### src/rtl/memref_rd_sweep_pkg.sv
// memref_tb_pkg
//   Shared types and helpers for the memref_rd_sweep read sequencer.
//   - state_t       : sequencer state encoding
//   - wrap_next_addr: next word address with wrap at an arbitrary depth
package memref_tb_pkg;

  typedef enum logic [1:0] {
    ST_IDLE  = 2'd0,
    ST_ISSUE = 2'd1,
    ST_DRAIN = 2'd2,
    ST_DONE  = 2'd3
  } state_t;

  // Explicit compare rather than a power-of-two mask so non-2^n depths wrap
  // from size-1 back to 0.
  function automatic int unsigned wrap_next_addr(input int unsigned a,
                                                 input int unsigned size);
    return (a >= size - 1) ? 0 : a + 1;
  endfunction

endpackage

### src/rtl/memref_rd_sweep.sv
// memref_rd_sweep
//   Issues `count` back-to-back reads starting at `base` (wrapping modulo
//   SIZE) to an attached single-cycle-latency read port, accumulates a
//   wrapping checksum of the returned words and flags protocol errors.
//
//   state  | meaning
//   IDLE   | waiting for tstart; results of the last sweep held
//   ISSUE  | one read request per cycle, count cycles
//   DRAIN  | one cycle for the last response to arrive
//   DONE   | one-cycle done pulse, results final
//
// Ports
//   clk, rst          : clock, synchronous active-high reset
//   tstart, base,count: start pulse and sweep parameters (sampled in IDLE)
//   rd_en, addr       : read request to the read port
//   dout_valid, dout  : read response from the read port
//   busy, done        : status (busy in ISSUE/DRAIN, done pulse in DONE)
//   checksum, rd_count: accumulated sum and number of accepted responses
//   err               : sticky protocol-error flag
module memref_rd_sweep
  import memref_tb_pkg::*;
#(
  parameter int WIDTH = 32,
  parameter int SIZE  = 8,
  localparam int AW   = $clog2(SIZE),
  localparam int CW   = $clog2(SIZE + 1)
) (
  input  logic             clk,
  input  logic             rst,
  input  logic             tstart,
  input  logic [AW-1:0]    base,
  input  logic [CW-1:0]    count,
  output logic             rd_en,
  output logic [AW-1:0]    addr,
  input  logic             dout_valid,
  input  logic [WIDTH-1:0] dout,
  output logic             busy,
  output logic             done,
  output logic [WIDTH-1:0] checksum,
  output logic [CW-1:0]    rd_count,
  output logic             err
);

  state_t           r_state;
  state_t           w_state_nxt;
  logic [AW-1:0]    r_addr;
  logic [CW-1:0]    r_left;
  logic             r_pending;
  logic [WIDTH-1:0] r_sum;
  logic [CW-1:0]    r_cnt;
  logic             r_err;
  logic [AW-1:0]    w_addr_nxt;
  logic             w_start;

  assign w_addr_nxt = AW'(wrap_next_addr(32'(r_addr), SIZE));
  assign w_start    = (r_state == ST_IDLE) && tstart;

  always_ff @(posedge clk) begin
    if (rst) r_state <= ST_IDLE;
    else     r_state <= w_state_nxt;
  end

  always_comb begin
    w_state_nxt = r_state;
    case (r_state)
      ST_IDLE:  if (tstart) w_state_nxt = (count == '0) ? ST_DRAIN : ST_ISSUE;
      // r_left is the number of reads still to issue including this cycle
      ST_ISSUE: if (r_left == CW'(1)) w_state_nxt = ST_DRAIN;
      ST_DRAIN: w_state_nxt = ST_DONE;
      ST_DONE:  w_state_nxt = ST_IDLE;
      default:  w_state_nxt = ST_IDLE;
    endcase
  end

  always_ff @(posedge clk) begin
    if (rst) begin
      r_addr    <= '0;
      r_left    <= '0;
      r_pending <= 1'b0;
      r_sum     <= '0;
      r_cnt     <= '0;
      r_err     <= 1'b0;
    end else begin
      r_pending <= (r_state == ST_ISSUE);
      if (w_start) begin
        r_addr <= base;
        r_left <= count;
        r_sum  <= '0;
        r_cnt  <= '0;
        r_err  <= 1'b0;
      end else begin
        if (r_state == ST_ISSUE) begin
          r_addr <= w_addr_nxt;
          r_left <= r_left - CW'(1);
        end
        // Response checking is off in IDLE so that a response still in
        // flight from a sweep aborted by reset is silently dropped.
        if (r_state != ST_IDLE) begin
          if (r_pending && dout_valid) begin
            r_sum <= r_sum + dout;
            r_cnt <= r_cnt + CW'(1);
          end
          if (r_pending != dout_valid) r_err <= 1'b1;
        end
      end
    end
  end

  assign rd_en    = (r_state == ST_ISSUE);
  assign busy     = (r_state == ST_ISSUE) || (r_state == ST_DRAIN);
  assign done     = (r_state == ST_DONE);
  assign addr     = r_addr;
  assign checksum = r_sum;
  assign rd_count = r_cnt;
  assign err      = r_err;

endmodule

### config.mk
export PLATFORM = sky130hd
export DESIGN_NAME = memref_rd_sweep
export DESIGN_NICKNAME = d
export VERILOG_FILES = /design/src/rtl/memref_rd_sweep_pkg.sv /design/src/rtl/memref_rd_sweep.sv
export SDC_FILE = /design/constraint.sdc
export NUM_CORES = 1
export LEC_CHECK = 0
export CAP_MARGIN = 20
export CORE_MARGIN = 3
export CORE_UTILIZATION = 45
export CTS_BUF_LIST = sky130_fd_sc_hd__clkbuf_4 sky130_fd_sc_hd__clkbuf_8 sky130_fd_sc_hd__clkbuf_16
export CTS_CLUSTER_DIAMETER = 120
export DETAILED_ROUTE_END_ITERATION = 7
export GPL_ROUTABILITY_DRIVEN = 0
export HOLD_SLACK_MARGIN = 0.03
export PLACE_DENSITY_LB_ADDON = 0.3
export SLEW_MARGIN = 25
export SYNTH_ARGS = -nofsm -noshare
export SYNTH_HDL_FRONTEND = slang
export SYNTH_SLANG_ARGS = --single-unit
export TNS_END_PERCENT = 1
### constraint.sdc
create_clock -name clk -period 3.2 [get_ports clk]
set_input_delay 0.64 -clock clk [delete_from_list [all_inputs] [get_ports clk]]
set_output_delay 0.64 -clock clk [all_outputs]
set_load 0.02 [all_outputs]
# Word-level counts from Yosys, hierarchy flattened
# Cells that the tools add are included.
totals:
  regBits: 47
  latchBits: 0
  mem_bits_rw: 0
  mem_bits_ro: 0
  wordCells: 39
  n_memories: 0
classes:
  n_addsub: 4
  multipliers: 0
  div: 0
  magnitude_cmp: 1
  eq_ne: 7
  shift: 0
  muxes: 9
  bitwise: 0
  reduce_logical: 11
op_table:
  columns: ["operator", "n"]
  rows:
  - ["adder 32 bit", 1]
  - ["2-to-1 mux 3 bit", 3]
  - ["2-to-1 mux 4 bit", 2]
  - ["one-hot mux 2 bit (4 select lines)", 1]
  - ["2-to-1 mux 2 bit", 3]
  - ["AND reduction 2 bit", 3]
  - ["adder 4 x 1 -> 4 bit, second input constant", 1]
  - ["== test 2 bit, second input constant", 2]
  - ["== test 4 x 1 -> 1 bit, second input constant", 1]
  - ["logical NOT 4 bit", 1]
  - ["nonzero test 2 bit", 2]
  - ["subtractor 4 x 1 -> 4 bit, second input constant", 1]
  - ["adder 3 x 1 -> 3 bit, second input constant", 1]
  - ["greater-or-equal comparator 3 bit, second input constant", 1]
  - ["== test 2 x 1 -> 1 bit, second input constant", 1]
  - ["logical AND 1 bit", 2]
  - ["logical NOT 2 bit", 1]
  - ["!= test 2 x 1 -> 1 bit, second input constant", 1]
  - ["!= test 2 bit, second input constant", 1]
  - ["OR reduction 2 bit", 1]
  - ["logical OR 1 bit", 1]
  - ["!= test 1 bit", 1]

# Depth between registers and ports, before layout
depth:
  depth_word: 4
  depth_mapped: 9
  mapped_depth_nobuf: 9

# Worst setup path before layout
# Ideal clock, no wire load.
synth_path:
  path_type: "in2reg"
  from: "input port dout[0]"
  to: "register r_sum[26] (netlist: checksum[26])"
  t_arrival_ns: 2.644
  required_ns: 3.131
  slack_ns: 0.488
  path_stages: 9
  cell_sequence: "ha_1 -> fa_1 -> a21oi_1 -> o211ai_2 -> a221oi_1 -> a211oi_1 -> o21ai_1 -> mux2_2 -> o21ai_1"
synth_via:
  elab_chain_cells: 1
synth_lines:
  columns: ["item", "line", "source"]
  rows:
  - ["start, declared", "memref_rd_sweep.sv:36", "input logic [WIDTH-1:0] dout,"]
  - ["adder 32 bit", "memref_rd_sweep.sv:100", "r_sum <= r_sum + dout;"]
  - ["end signal, assigned", "memref_rd_sweep.sv:100", null]
  - ["end, declared", "memref_rd_sweep.sv:49", "logic [WIDTH-1:0] r_sum;"]
# No other way between the ends.
# A chain may end at the register's enable or synchronous reset.

# Worst setup path after layout
# Same ends and word-level chain as after synthesis.

==> metrics.cfg <==
[worst_hold_path]
hp-class = reg -> reg

[sta]
skew_ns = 0.00781
slew_violations = 0
tightestPinTransition_ns = 0.489
setup_viol = 0
setup_ws_ns = 0.167
finalHoldViolCount = 0
fin_crit_sh = 0.948
max-slew-margin-rel = 0.671
min_period_ns = 3.03
rsz0062_at_grt = false
fmax_mhz = 330

[cells_and_area]
final_area_um2 = 4820
syn2layout_area_growth_pct = 30.2
multiInputGateArea_um2 = 2610
nets = 653
diodes = 0
drive_gt1_frac = 0.0581
regArea_um2 = 941
fill_cells = 728

[placement]
hpwlAfterDp_um = 7600
io_buffers = 85
dpl_worst_slack_ns = -0.144
place_area_um2 = 4690

[synth]
synth_edf_count = 0
synth_async_sr_flop_share = 0
synth-seq-area-share = 0.254
synth_cell_types = 59
syn_avg_cell_area_um2 = 7.69
synth_top_flop_cell = dfxtp_1
syn_area_um2 = 3700
syn-num-nets = 567
ys_ff_latch = 47
syn_inst = 481
yosysWarnings = 0

[worst_setup_path]
crit_family = compound AO/OA/AOI/OAI gates
crit_fanout = 3
start_kind = input pin
worst_path_max_delay_cell = fa_1
critPathBufInv = 1
crit_chain = clkdlybuf4s50_1 -> ha_1 -> fa_1 -> a21oi_1 -> o211ai_2 -> a221oi_1 -> a211oi_1 -> o21ai_1 -> mux2_2 -> o21ai_1
end_kind = flip-flop
worstPathArrival_ns = 3.28
path_common_cell = o21ai_1
cp_slowest_stage_delay_ns = 0.41
cp.required_ns = 3.45
crit_type = in -> reg

[power]
ir_worst_vdd_v = 0.000383
switching_share = 0.367
power_switching_uw = 706
power_density_nw_per_um2 = 399
combPwrFrac = 0.394
power_frac_clock = 0.242
p_int_mw = 1.22
pwr-share-seq = 0.363
p_leak_nw = 1.92

[grt]
track_usage = 0.212
grt_pass1_vias = 3685
grt_max_degree = 26
antenna_found_initial = 0
grt_first_pass_wirelength_um = 16900
overflow = 0

[clocking]
clkTransAtPathRegs_ns = 0.10
numClockSinks = 47
h-tree-depth = 2
tritoncts = done
postCtsSetupBuffers = 0
worst_skew_pair.late_latency_ns = 0.31
cts-hold-fix-buffers = 0
clockBufferDepth = 2
cts_root_buffer = clkbuf_8
cts-resized-gates = 0
cts_buffers = 5

[die]
die_h_um = 96.7
rows = 32
core_um2 = 7850
start_util = 0.472
die-area_um2 = 9350
die_x_um = 96.7
io_pins = 86

[route]
num_vias = 3849
dr_wl_met2_um = 4590
drc = 0
dr.max_layer_used = met4
wl_met3_um = 635
viasPerCell = 5.74
drtIter0Drc = 234
wirelength_um = 9950
final_antenna_net_count = 0
wl_per_cell_um = 14.8
first_pass_iters = 5
drt-met1-wl_um = 4520

[run_status]
status = complete, no violations

[run]
cap_viol_max_count = 0

## worst paths after layout
check	start	end	slack [ns]	depth (start not counted)
max	dout[0]	checksum[26]$_SDFFE_PP0P_	0.17	10
min	checksum[24]$_SDFFE_PP0P_	checksum[24]$_SDFFE_PP0P_	0.48	2
max reg2reg	checksum[0]$_SDFFE_PP0P_	checksum[26]$_SDFFE_PP0P_	0.58	9
min reg2reg	checksum[24]$_SDFFE_PP0P_	checksum[24]$_SDFFE_PP0P_	0.48	2
## tightest hold or removal path: stages (launching register included)
cell and delay [ns]:
dfxtp_1 0.34, nand2_1 0.06, o21ai_1 0.05
## cell usage in the layout, fill, tap and decap left out, types with 9 or more instances in the layout
master / netlist / final
xnor2_1: 11 / 11
a21o_1: 9 / 9
inv_1: 16 / 16
nor3_1: 11 / 11
buf_4: 0 / 15
clkdlybuf4s50_1: 0 / 85
dfxtp_1: 47 / 47
ha_1: 42 / 42
a21oi_1: 49 / 49
o21ai_0: 28 / 28
xor2_1: 20 / 20
nor2_1: 35 / 35
nand2_1: 75 / 75
a211oi_1: 9 / 9
## logic make-up (layout without fill, tap and decap cells)
| kind of cell | count (synthesis) | count (layout) | share of synthesized area |
|---|---|---|---|
| fa+ha+maj | 43 | 43 | 0.147 |
| flops | 47 | 47 | 0.254 |
| buf+inv | 37 | 124 | 0.0412 |
| simple gates | 164 | 164 | 0.201 |
| xor+xnor | 31 | 31 | 0.0734 |
| mux | 4 | 4 | 0.0112 |
| compound gates | 155 | 155 | 0.271 |
## power groups by stage
stage / clock network (mW) / registers [mW] / logic, mW
3_5_place_dp: 0 / 0.710 / 0.749
5_1_grt: 0.503 / 0.706 / 0.840
3_3_place_gp: 0 / 0.706 / 0.735
2_1_floorplan: 0 / 0.727 / 0.477
6_report: 0.465 / 0.698 / 0.757
4_1_cts: 0.473 / 0.697 / 0.758
## sequential cells by signal (all words and copies together) (netlist names)
signal / cells
r_state: 2
checksum: 32
rd_count: 4
err: 1
r_left: 4
r_pending: 1
addr: 3
## synth_stat cells, types with 2 or more instances
master / count / area share
o21ai_1: 5 / 0.0068
clkbuf_1: 14 / 0.014
nor4_1: 2 / 0.0034
nor2b_1: 3 / 0.0051
nor3b_1: 6 / 0.012
a21oi_1: 49 / 0.066
a41oi_1: 2 / 0.0047
nor2_1: 35 / 0.035
o2111ai_1: 2 / 0.0047
and3_1: 4 / 0.0068
o22ai_1: 3 / 0.0051
and2_1: 3 / 0.0051
nand4_1: 6 / 0.010
nor3_1: 11 / 0.015
o2111a_1: 2 / 0.0061
a211oi_2: 2 / 0.0068
o211ai_1: 8 / 0.016
o21ai_0: 28 / 0.038
o21a_1: 3 / 0.0061
mux2i_1: 3 / 0.0081
nand2_1: 75 / 0.076
nand3b_1: 2 / 0.0041
xor2_1: 20 / 0.047
nand3_1: 6 / 0.0081
a31o_1: 2 / 0.0047
a311oi_1: 3 / 0.0071
o21bai_1: 4 / 0.0081
a221oi_1: 3 / 0.0071
buf_2: 4 / 0.0054
dfxtp_1: 47 / 0.25
xnor2_1: 11 / 0.026
a21oi_2: 2 / 0.0047
nand2b_1: 6 / 0.010
a211oi_1: 9 / 0.018
a21o_1: 9 / 0.018
a31oi_1: 8 / 0.014
ha_1: 42 / 0.14
inv_1: 16 / 0.016
## stage by stage
stage / instances / utilization / hold WS, ns / power (mW) / setup TNS [ns]
2_1_floorplan: 481 / - / 0.480 / 1.20 / 0
3_3_place_gp: 661 / 0.598 / 0.453 / 1.44 / -0.272
3_5_place_dp: 661 / 0.598 / 0.465 / 1.46 / -0.479
4_1_cts: 669 / 0.613 / 0.479 / 1.93 / 0
5_1_grt: 670 / 0.614 / 0.507 / 2.05 / 0
6_report: 670 / 0.614 / 0.476 / 1.92 / 0
## routing by layer
metal  vias to the layer above  track usage
li1                       1916            -
met1                      1778        0.275
met2                       132        0.351
met3                        23       0.0483
met4                         0       0.0605
met5                         -            0
## area by class of cell
class | instances | share of cell area
inverter | 16 | 0.0125
tap | 102 | 0.0265
sequential | 47 | 0.195
multi-input combinational | 397 | 0.542
clock inverter | 3 | 0.00987
timing repair buffer | 100 | 0.200
clock buffer | 5 | 0.0143
No activity file was read; power rests on OpenSTA's default activity.
